`config.mk`:
```
export PLATFORM = sky130hd
export DESIGN_NAME = iter_muldiv_unit_flat
export DESIGN_NICKNAME = d
export VERILOG_FILES = /design/src/rtl/iter_muldiv_unit_pkg.sv /design/src/rtl/iter_muldiv_unit_if.sv /design/src/rtl/iter_muldiv_unit_step.sv /design/src/rtl/iter_muldiv_unit.sv /design/src/flat_wrapper.sv
export SDC_FILE = /design/constraint.sdc
export NUM_CORES = 1
export LEC_CHECK = 0
export ABC_AREA = 1
export CAP_MARGIN = 20
export CORE_MARGIN = 1
export CORE_UTILIZATION = 42
export DETAILED_ROUTE_END_ITERATION = 8
export PLACE_DENSITY = 0.73
export SYNTH_ARGS = -nofsm -noshare
export SYNTH_HDL_FRONTEND = slang
export SYNTH_SLANG_ARGS = --single-unit
export TNS_END_PERCENT = 20
```
`constraint.sdc`:
```
create_clock -name clk -period 7.6 [get_ports clk]
set_input_delay 1.52 -clock clk [delete_from_list [all_inputs] [get_ports clk]]
set_output_delay 1.52 -clock clk [all_outputs]
set_load 0.05 [all_outputs]
```
`src/rtl/iter_muldiv_unit_pkg.sv`:
```
// Shared types and constants for the iterative multiply/divide unit.
package iter_muldiv_unit_pkg;

  localparam int WIDTH = 32;
  localparam int CNT_W = $clog2(WIDTH) + 1;

  typedef enum logic [1:0] {
    OP_MUL   = 2'b00,
    OP_MULHU = 2'b01,
    OP_DIVU  = 2'b10,
    OP_REMU  = 2'b11
  } op_e;

  typedef enum logic [1:0] {
    IDLE = 2'd0,
    CALC = 2'd1,
    DONE = 2'd2
  } state_e;

  localparam logic [WIDTH-1:0] DIV_ZERO_QUOT = '1;

  // Divide and remainder share the shift-subtract datapath.
  function automatic logic op_is_div(op_e op);
    return op[1];
  endfunction

endpackage

```
`src/rtl/iter_muldiv_unit_if.sv`:
```
// Operation request / result bus between the execute stage and the muldiv unit.
interface iter_muldiv_unit_if;

  logic                                  start;
  logic [1:0]                            op;
  logic [iter_muldiv_unit_pkg::WIDTH-1:0] data1;
  logic [iter_muldiv_unit_pkg::WIDTH-1:0] data2;
  logic                                  kill;
  logic [iter_muldiv_unit_pkg::WIDTH-1:0] result;
  logic                                  write;
  logic                                  busy;

  modport master (
    output start, op, data1, data2, kill,
    input  result, write, busy
  );

  modport slave (
    input  start, op, data1, data2, kill,
    output result, write, busy
  );

endinterface

```
`src/rtl/iter_muldiv_unit_step.sv`:
```
// One radix-2 iteration: shift-add for multiply, restoring shift-subtract for divide.
// Accumulator layout is {hi, lo}; lo starts as DATA1 (multiplier / dividend).
module iter_muldiv_unit_step #(
  parameter int W = 32
) (
  input  logic [2*W-1:0] acc,
  input  logic [W-1:0]   operand,
  input  logic           mode,
  output logic [2*W-1:0] acc_next,
  output logic           q_bit
);

  logic [W:0] sum;
  logic [W:0] partial;
  logic [W:0] diff;

  // mode=0: add operand into hi when lo[0] is set, then shift right.
  // mode=1: shift left one bit, subtract divisor when it fits; the quotient bit
  //         is returned separately and lands in acc_next[0] at the top.
  always_comb begin
    sum      = '0;
    partial  = '0;
    diff     = '0;
    acc_next = '0;
    q_bit    = 1'b0;
    if (!mode) begin
      sum      = {1'b0, acc[2*W-1:W]} + (acc[0] ? {1'b0, operand} : '0);
      acc_next = {sum, acc[W-1:1]};
    end else begin
      partial = acc[2*W-1:W-1];
      diff    = partial - {1'b0, operand};
      if (partial >= {1'b0, operand}) begin
        q_bit    = 1'b1;
        acc_next = {diff[W-1:0], acc[W-2:0], 1'b0};
      end else begin
        acc_next = {partial[W-1:0], acc[W-2:0], 1'b0};
      end
    end
  end

endmodule

```
`src/rtl/iter_muldiv_unit.sv`:
```
// Iterative 32-bit unsigned multiply/divide unit.
// state | meaning
// IDLE  | waiting for start; last result held
// CALC  | one radix-2 step per cycle, WIDTH steps
// DONE  | load selected word into result, pulse write
module iter_muldiv_unit
  import iter_muldiv_unit_pkg::*;
(
  input logic               clk,
  input logic               reset,
  iter_muldiv_unit_if.slave bus
);

  state_e             state;
  op_e                op_q;
  logic [WIDTH-1:0]   opb;
  logic [2*WIDTH-1:0] acc;
  logic [CNT_W-1:0]   cnt;
  logic [2*WIDTH-1:0] step_acc;
  logic               step_q;
  logic [WIDTH-1:0]   sel_word;

  iter_muldiv_unit_step #(.W(WIDTH)) u_step (
    .acc      (acc),
    .operand  (opb),
    .mode     (op_is_div(op_q)),
    .acc_next (step_acc),
    .q_bit    (step_q)
  );

  // Pick hi/lo word; a zero divisor bypasses the datapath (lo still holds DATA1).
  always_comb begin
    sel_word = op_q[0] ? acc[2*WIDTH-1:WIDTH] : acc[WIDTH-1:0];
    if (op_is_div(op_q) && (opb == '0)) begin
      sel_word = op_q[0] ? acc[WIDTH-1:0] : DIV_ZERO_QUOT;
    end
  end

  // Control FSM with registered result/write/busy; busy spans the write cycle.
  always_ff @(posedge clk or negedge reset) begin
    if (!reset) begin
      state      <= IDLE;
      op_q       <= OP_MUL;
      opb        <= '0;
      acc        <= '0;
      cnt        <= '0;
      bus.result <= '0;
      bus.write  <= 1'b0;
      bus.busy   <= 1'b0;
    end else begin
      bus.write <= 1'b0;
      case (state)
        IDLE: begin
          bus.busy <= 1'b0;
          if (bus.start && !bus.kill) begin
            op_q     <= op_e'(bus.op);
            opb      <= bus.data2;
            acc      <= {{WIDTH{1'b0}}, bus.data1};
            cnt      <= '0;
            bus.busy <= 1'b1;
            state    <= (bus.op[1] && (bus.data2 == '0)) ? DONE : CALC;
          end
        end
        CALC: begin
          if (bus.kill) begin
            state    <= IDLE;
            bus.busy <= 1'b0;
          end else begin
            acc <= step_acc | {{(2*WIDTH-1){1'b0}}, step_q};
            cnt <= cnt + CNT_W'(1);
            if (cnt == CNT_W'(WIDTH - 1)) begin
              state <= DONE;
            end
          end
        end
        DONE: begin
          state <= IDLE;
          if (bus.kill) begin
            bus.busy <= 1'b0;
          end else begin
            bus.result <= sel_word;
            bus.write  <= 1'b1;
          end
        end
        default: begin
          state    <= IDLE;
          bus.busy <= 1'b0;
        end
      endcase
    end
  end

endmodule

```
`src/flat_wrapper.sv`:
```
// flat-port wrapper written by rule: the top's interface ports become plain ports
module iter_muldiv_unit_flat import iter_muldiv_unit_pkg::*;
  (clk, reset, bus_start, bus_op, bus_data1, bus_data2, bus_kill, bus_result, bus_write, bus_busy);
  iter_muldiv_unit_if bus_i ();
  input logic clk;
  input logic reset;
  input wire logic [$bits(bus_i.start)-1:0] bus_start;
  input wire logic [$bits(bus_i.op)-1:0] bus_op;
  input wire logic [$bits(bus_i.data1)-1:0] bus_data1;
  input wire logic [$bits(bus_i.data2)-1:0] bus_data2;
  input wire logic [$bits(bus_i.kill)-1:0] bus_kill;
  output wire logic [$bits(bus_i.result)-1:0] bus_result;
  output wire logic [$bits(bus_i.write)-1:0] bus_write;
  output wire logic [$bits(bus_i.busy)-1:0] bus_busy;
  assign bus_i.start = bus_start;
  assign bus_i.op = bus_op;
  assign bus_i.data1 = bus_data1;
  assign bus_i.data2 = bus_data2;
  assign bus_i.kill = bus_kill;
  assign bus_result = bus_i.result;
  assign bus_write = bus_i.write;
  assign bus_busy = bus_i.busy;
  iter_muldiv_unit u_core (.clk(clk), .reset(reset), .bus(bus_i));
endmodule
```
# Word level (Yosys, flattened, before mapping)
# Index checks and enable logic that the tools add are counted.
dict set report word_totals {
  word_cells 58
  output_inout_bits 34
  regBits 140
  inputBits 70
}
dict set report op_classes {
  eq_ne 7
  magnitude_cmp 1
  add_sub_neg 3
  n_mux 24
  reduce_logical 13
  n_bitwise 2
}
# op n
set op_table {}
lappend op_table {{64-bit two-way mux} 4}
lappend op_table {{32-bit two-way mux} 4}
lappend op_table {{64-bit one-hot mux with 2 select lines} 1}
lappend op_table {{32-bit logical NOT} 2}
lappend op_table {{64-bit by 1-bit OR with 64-bit output} 1}
lappend op_table {{32-bit by 32-bit adder with 33-bit output} 1}
lappend op_table {{33-bit by 32-bit >= comparator with 1-bit output} 1}
lappend op_table {{32-bit subtractor} 1}
lappend op_table {{6-bit two-way mux} 2}
lappend op_table {{6-bit one-hot mux with 2 select lines} 1}
lappend op_table {{2-bit two-way mux} 4}
lappend op_table {{6-bit by 1-bit adder with 6-bit output, second input constant} 1}
lappend op_table {{6-bit by 5-bit == test with 1-bit output, second input constant} 1}
lappend op_table {{1-bit two-way mux} 6}
lappend op_table {{2-bit AND reduction} 3}
lappend op_table {{2-bit by 1-bit != test with 1-bit output, second input constant} 2}
lappend op_table {{2-bit one-hot mux with 2 select lines} 1}
lappend op_table {{1-bit logical AND} 3}
lappend op_table {{3-bit by 2-bit != test with 1-bit output, second input constant} 1}
lappend op_table {{3-bit AND reduction} 1}
lappend op_table {{2-bit by 1-bit == test with 1-bit output, second input constant} 1}
lappend op_table {{2-bit == test, second input constant} 1}
lappend op_table {{2-bit logical NOT} 1}
lappend op_table {{2-bit != test, second input constant} 1}
lappend op_table {{5 further kinds} 5}

# Longest topological paths before layout
# Gate-level depths: netlist (run 1).
dict set report depth {
  ltp_word 6
  mapped_depth 22
}

# Cells and area by module
# A second synthesis (run 1) with hierarchy kept.
dict set report unflattened {
  hier_cells 2167
  hier_area_um2 13160.1
}
# mod cells_each area_per_inst_um2 instances
set by_module_without_submodules {}
lappend by_module_without_submodules {iter_muldiv_unit 898 6980.4 1}
lappend by_module_without_submodules {iter_muldiv_unit_step 1269 6179.7 1}

# Least setup slack after synthesis (run 1)
# Ideal clock, no wire load.
dict set report synth_timing {
  kind {in2reg}
  from {input bus_kill}
  to {register u_core.acc[55]}
  cell_stages 10
  required_time_ps 7483
  arrival_ps 2615
  setup_slack_ps 4867
  cell_sequence {inv_1 -> nand2_1 -> nor2_2 -> inv_2 -> nor2_2 -> nor2_2 -> buf_2 -> buf_2 -> nand2_1 -> nand2_1}
}
dict set report synth_via {
  elab_chain_len 4
}
# item line_no
set synth_rtl {}
lappend synth_rtl {{start, declared} flat_wrapper.sv:11} ;# input wire logic [$bits(bus_i.kill)-1:0] bus_kill;
lappend synth_rtl {{1-bit logical NOT} iter_muldiv_unit.sv:55} ;# if (bus.start && !bus.kill) begin
lappend synth_rtl {{1-bit logical AND} iter_muldiv_unit.sv:55}
lappend synth_rtl {{2-bit by 1-bit != test with 1-bit output (no line)} -}
lappend synth_rtl {{3-bit AND reduction (no line) (*)} -}
lappend synth_rtl {{end signal, assigned} iter_muldiv_unit.sv:58} ;# acc <= {{WIDTH{1'b0}}, bus.data1};
lappend synth_rtl {{end signal, assigned} iter_muldiv_unit.sv:69} ;# acc <= step_acc | {{(2*WIDTH-1){1'b0}}, step_q};
lappend synth_rtl {{end, declared} iter_muldiv_unit.sv:17} ;# logic [2*WIDTH-1:0] acc;
# Mark *: on every way between the ends. The rest lies on a longest branch, timed or not.
# A chain may end at the register's enable or synchronous reset.

# Worst setup path in the final report (run 1)
dict set report layout_timing {
  from {input bus_kill}
  to {register u_core.acc[5]}
}
# The elaborated chain is that of the path after synthesis.

==> run summary, run 1 <==
nets: 2323
vias in the first global route: 12900
clk buf depth: 2
max_slew headroom: 33.1%
Clock Skew: 10.5 ps
Final Cycle Share: 53.9%
post-cts resize count: 0
initial antenna violation count: 0
Max Cap Viol: 0
Worst EP arrival: 4380 ps
IO Pins: 104
die area: 30800 um^2
leakage power: 7.72 nW
clock buffer count from CTS: 17
hold_ws: 503 ps
synth warn: 0
Post-CTS Setup Bufs: 0
Area Overhead vs Synth: 15.1%
maximum clock rate: 244 MHz
Max Fanout on Critical Path: 69
CP endpoint kind: flip-flop
core area: 29600 um^2
Synth Instances: 2120
syn avg cell area: 5.97 um^2
H-tree depth: 4
unrepaired setup endpoints after global routing: no
Peak VDD IR: 152 uV
Port Buffers: 103
antenna cells: 0
fin crit period: 4090 ps
row cnt: 63
routability cong.: 0.978
syn_nets: 2260
number of synthesized register bits: 140
Die Y: 176 um
Via-to-Cell Ratio: 5.27
clk_lat worst skew: 430 ps
outcome: completed
Worst-Margin Slew: 998 ps
Worst-path clk slew: 60 ps
setup_tns: 0 ps
Detailed Routing Iterations Pass 1: 6
final WL: 42400 um
unique cell type count in the Yosys netlist: 40
power density over cell area: 418 nW/um^2
area of the mapped netlist: 12600 um^2
Sink Count: 140
TritonCTS clock tree: built
Critical Path Source Type: primary input
drt wl/cell: 16.4 um
hold crit path type: flip-flop to flip-flop
largest net degree at the start of global routing: 78
Final setup viols: 0
Detail Route Antenna Nets: 0
worst setup path category: primary input to flip-flop
# DRC: 0
grt total ovfl: 0
first-pass GRT wire length: 67900 um
DP HPWL: 33200 um
Hold Vio Cnt, Final: 0
Slew Viols, Final: 0
initial DRC count: 1517
GRT Util Overall: 28.2%
CTS Hold Bufs: 0
die width: 176 um
Worst Path Required: 7880 ps
root buf cell: clkbuf_16
sequential share of the synthesized area: 27.7%
Initial Utilization: 42.7%
routed vias: 13600
layout cells sized above 1: 3.87%
register-to-register setup slack: 4160 ps
[final cells by class]
| class | instances | area, um^2 |
|---|---|---|
| fillers | 3096 | 15100 |
| clock buffers | 20 | 437 |
| multi-input cells | 1569 | 7560 |
| repair buffers | 116 | 1170 |
| well taps | 390 | 488 |
| flip-flops and latches | 140 | 3500 |
| clock inverters | 12 | 116 |
| inverters | 339 | 1270 |
[kinds of logic (layout without fill, tap and decap cells)]
family	after synthesis	after routing	synth area share (%)
AOI/OAI and AO/OA	328	328	14.1
xor gates and xnor gates	7	7	0.485
adders and majority gates	70	70	7.04
buffers and inverters	411	487	12.6
DFF	140	140	27.7
and+or+nand+nor	1164	1164	38.0
[synthesized netlist by cell type]
cell type,count,area [um^2]
nor4_1,13,81.3
clkinv_1,2,7.51
or2_2,4,25.0
buf_2,12,60.1
dfrtp_1,140,3500
ha_1,68,851
nor3b_1,1,7.51
o211ai_1,33,248
buf_8,2,30.0
xnor2_1,5,43.8
nand3_1,139,696
inv_2,7,26.3
o21ai_0,191,956
o31ai_1,1,7.51
o21bai_1,12,90.1
nand3b_1,9,67.6
xor2_1,2,17.5
nand4_1,26,163
fa_1,2,40.0
nand2_4,1,11.3
nand2_1,788,2960
inv_1,330,1240
nor2_4,3,33.8
buf_6,2,22.5
buf_1,6,22.5
a21boi_0,3,22.5
o21ai_1,7,35.0
nor3_1,16,80.1
o22ai_1,3,18.8
o21a_1,1,7.51
a31oi_1,4,25.0
a21oi_1,70,350
nand3_2,2,20.0
a21o_1,2,15.0
nand2_2,12,75.1
a21oi_2,1,8.76
nor2_2,9,56.3
clkbuf_1,50,188
nor2_1,138,518
and2_1,3,18.8
[registers in the layout, summed over array words and instances (netlist names)]
name / cells
u_core.bus.write: 1
u_core.opb: 32
u_core.cnt: 6
u_core.bus.result: 32
u_core.op_q: 2
u_core.state: 2
u_core.acc: 64
u_core.bus.busy: 1
[critical path, stage by stage]
cell	delay, ps
clkdlybuf4s50_1	410
buf_4	240
inv_1	130
nand2_1	90
nor2_4	80
buf_4	480
inv_2	170
nor2_2	170
nor2_2	40
buf_4	270
inv_2	560
o211ai_1	170
[power breakdown]
group	switching, W	total, W	internal (W)
Clock	0.000352	0.000806	0.000453
Combinational	0.00267	0.00392	0.00124
Sequential	0.000316	0.00136	0.00104
Total	0.00334	0.00608	0.00274
[layout by cell type, fill, tap and decap left out, types with 4 or more instances in the layout]
master | synthesis | final
nand2_1 | 788 | 788
inv_1 | 330 | 330
o21ai_0 | 191 | 191
dfrtp_1 | 140 | 139
nand3_1 | 139 | 138
nor2_1 | 138 | 137
clkdlybuf4s50_1 | 0 | 102
a21oi_1 | 70 | 70
ha_1 | 68 | 68
o211ai_1 | 33 | 33
nand4_1 | 26 | 26
clkbuf_16 | 0 | 17
nor3_1 | 16 | 16
nor4_1 | 13 | 13
nand2_2 | 12 | 12
o21bai_1 | 12 | 12
buf_4 | 0 | 10
nand3b_1 | 9 | 9
nor2_2 | 9 | 8
inv_2 | 7 | 7
o21ai_1 | 7 | 7
nor2_4 | 3 | 5
xnor2_1 | 5 | 5
clkinv_4 | 0 | 5
a31oi_1 | 4 | 4
or2_2 | 4 | 4
[routing by layer]
| layer | up-vias | track usage, % | wire length [um] |
|---|---|---|---|
| met5 | - | 0 | 0 |
| met1 | 6243 | 38.8 | 19000 |
| met4 | 0 | 9.71 | 1270 |
| li1 | 6833 | - | - |
| met3 | 58 | 2.97 | 2870 |
| met2 | 483 | 45.9 | 19200 |
[stage by stage]
stage          util [%]  instance area (um^2)  power (W)  setup slack (ps)  std cells
4_1_cts            48.9                 14500    0.00602              3510       2583
2_1_floorplan         -                 12600    0.00414              4870       2120
5_1_grt            49.1                 14600    0.00662              3240       2586
3_3_place_gp       47.0                 13900    0.00516              3190       2551
6_report           49.1                 14600    0.00608              3510       2586
3_5_place_dp       47.0                 13900    0.00520              3080       2551
[final timing paths]
kind,from,end,cells after the start
hold / removal,u_core.cnt[0],u_core.cnt[0],1
max in group asynchronous,reset,u_core.acc[0],3
setup / recovery,bus_kill,u_core.acc[5],12
setup reg to reg,u_core.acc[42],u_core.acc[45],13
hold reg to reg,u_core.cnt[0],u_core.cnt[0],1
min in group asynchronous,reset,u_core.bus.result[5],1
(Power assumes the default switching activity.)
==> run 2, diff against run 1 <==
clock period = 3.9 ns   (was 7.6 ns; I/O delays follow)
==> run 2 against run 1 <==
Final area rose by 0.77%. Cell count rose by 0.23%. Non-clock buffer count increased by 6. Sequential cell count did not move. Wire length rose by 5.2%. Combinational power increased by 100%. Total power up 100%. Worst setup slack got worse by 2800 ps. Clock skew is 3.5 ps lower. Clock-buffer cell count is 1 higher. Sequential share of layout area down 0.18 points. Clock power rose by 120%. Largest power group unchanged. Critical endpoint is now u_core.acc[41].
==> run summary, run 2 (same netlist as run 1, synthesis figures left out) <==
outcome: completed
post-cts resize count: 0 (unchanged)
H-tree depth: 4 (unchanged)
Post-CTS Setup Bufs: 0 (unchanged)
most used cells in the layout excluding fill and tap cells: nand2_1, inv_1, o21ai_0
routability cong.: 0.999 (+2.1%)
leakage power: 7.78 nW (+0.85%)
# DRC: 0 (unchanged)
Pint: 0.00562 W (+110%)
hold_ws: 370 ps (-133 ps)
fin crit period: 3200 ps
Worst-Margin Slew: 929 ps (-69.1 ps)
reg2reg start: u_core.acc[34]
Worst Path Required: 4190 ps (-3690 ps)
clk_lat worst skew: 440 ps (about the same)
Placed Instance Area: 14000 um^2 (+0.66%)
routing usage on met3: 3.14% (+0.17 points)
Cell Chain, Critical Path: ha_1 > nand2_1 > inv_1 > nand2_1 > nand2_2 > nand2_1 > nand3_2 > nand2_2 > nand2_2 > nand2_2 > nand2_4 > nor2_2 > nand2_1 > nand3_1 > o21ai_1
maximum clock rate: 313 MHz
Largest Register: u_core.acc
max_slew headroom: 37.5% (+4.4 points)
commonest non-fill, non-tap cell in the layout: nand2_1
layout cells sized above 1: 4.22% (+0.35 points)
Final Cycle Share: 82.0%
Max Fanout on Critical Path: 17 (-75%)
clk buf depth: 2 (unchanged)
met1 usage: 40.7% (+1.9 points)
Initial Utilization: 42.7% (unchanged)
worst setup path category: flip-flop to flip-flop
Port Buffers: 103 (unchanged)
Max Cap Viol: 0 (unchanged)
Die Y: 176 um (unchanged)
hold crit path type: primary input to asynchronous set/reset pin
clock buffer count from CTS: 17 (unchanged)
critical path depth in cells: 15 (+3)
Area Overhead vs Synth: 16.0%
final WL: 44600 um (+5.2%)
CP max stage delay: 570 ps (about the same)
Slew Viols, Final: 0 (unchanged)
CTS Hold Bufs: 0 (unchanged)
row cnt: 63 (unchanged)
Worst-path clk slew: 60 ps (about the same)
unrepaired setup endpoints after global routing: no
Switching Power: 0.00668 W (+100%)
sw frac: 54.3% (-0.67 points)
Largest register FFs: 64 (unchanged)
first-pass GRT wire length: 70600 um (+3.9%)
Clock Skew: 6.95 ps (-3.53 ps)
nets: 2329 (+0.26%)
TritonCTS clock tree: built
Worst path top cell family by delay: simple AND/OR/NAND/NOR gates
GRT Util Overall: 29.6% (+1.4 points)
drt wl/cell: 17.2 um (+4.9%)
power density over cell area: 839 nW/um^2 (+100%)
setup_tns: 0 ps (unchanged)
Logic pwr share: 64.2% (-0.2 points)
grt total ovfl: 0 (unchanged)
Clk pwr share: 14.4% (+1.1 points)
Peak VDD IR: 261 uV (+72%)
initial DRC count: 1391 (-8.3%)
die area: 30800 um^2 (unchanged)
Crit path buffers/inverters: 1 (-6)
CP Launch Point: u_core.acc[34]
root buf cell: clkbuf_16
die width: 176 um (unchanged)
Hold Vio Cnt, Final: 0 (unchanged)
Detailed Routing Iterations Pass 1: 6 (unchanged)
routed vias: 13800 (+1.3%)
largest net degree at the start of global routing: 79 (+1.3%)
initial antenna violation count: 0 (unchanged)
Critical Path Source Type: flip-flop
Final setup viols: 0 (unchanged)
Sink Count: 140 (unchanged)
vias in the first global route: 13100 (+1.7%)
Final Instance Area: 14700 um^2 (+0.77%)
Seq pwr share: 21.4% (-0.9 points)
R2R depth: 15 (+2)
Worst EP arrival: 3490 ps (-890 ps)
DP HPWL: 35100 um (+5.5%)
GRT busiest layer: met2
biggest regs: u_core.acc (64), u_core.bus.result (32), u_core.opb (32)
Detail Route Antenna Nets: 0 (unchanged)
core area: 29600 um^2 (unchanged)
Worst path slowest cell: nor2_2
antenna cells: 0 (unchanged)
CP endpoint kind: flip-flop
IO Pins: 104 (unchanged)
Via-to-Cell Ratio: 5.32 (+1.1%)
routing usage on met2: 47.3% (+1.3 points)
[run 2: cell count changes in the layout (fill, tap and decap cells not counted), sizes merged]
cell    before  now
clkinv       9    6
inv        339  338
buf         14   20
bufinv       1    4
clkbuf      20   21
[run 2: per-layer routing]
layer,wire [um],part of all wire (%),vias to the layer above
met3,2780,6.2,68
met1,20300,46,6371
met5,0,0,-
li1,-,-,6837
met2,19800,44,518
met4,1690,3.8,0
[run 2: path summary, 6_finish.rpt]
check / endpoint / slack, ps
min in group clk: u_core.bus.result[19] / 510
max in group asynchronous: u_core.state[0] / 2700
worst max-delay path: u_core.acc[41] / 700
worst max register to register: u_core.acc[41] / 700
worst min register to register: u_core.bus.result[19] / 510
worst min-delay path: u_core.bus.result[7] / 370
[run 2: cell type report]
type,instances,area [um^2]
fillers,3120,15000
multi-input cells,1569,7560
flip-flops and latches,140,3500
inverters,339,1270
repair buffers,122,1200
well taps,390,488
clock buffers,21,470
clock inverters,11,164
[run 2: metrics by stage]
| stage | setup slack, ps | power [W] | utilization [%] | cells |
|---|---|---|---|---|
| floorplan | 1340 | 0.00807 | - | 2120 |
| finish | 702 | 0.0123 | 49.5 | 2592 |
| detailed placement | 832 | 0.0104 | 47.3 | 2560 |
| CTS | 806 | 0.0122 | 49.5 | 2592 |
| global placement | 846 | 0.0103 | 47.3 | 2560 |
| global route | 538 | 0.0133 | 49.5 | 2592 |
[run 2: power by group through the flow]
stage	logic, W	clock network, W	registers, W
floorplan	0.00526	0	0.00281
global placement	0.00769	0	0.00260
detailed placement	0.00774	0	0.00263
CTS	0.00780	0.00179	0.00261
global route	0.00879	0.00185	0.00269
finish	0.00790	0.00177	0.00263
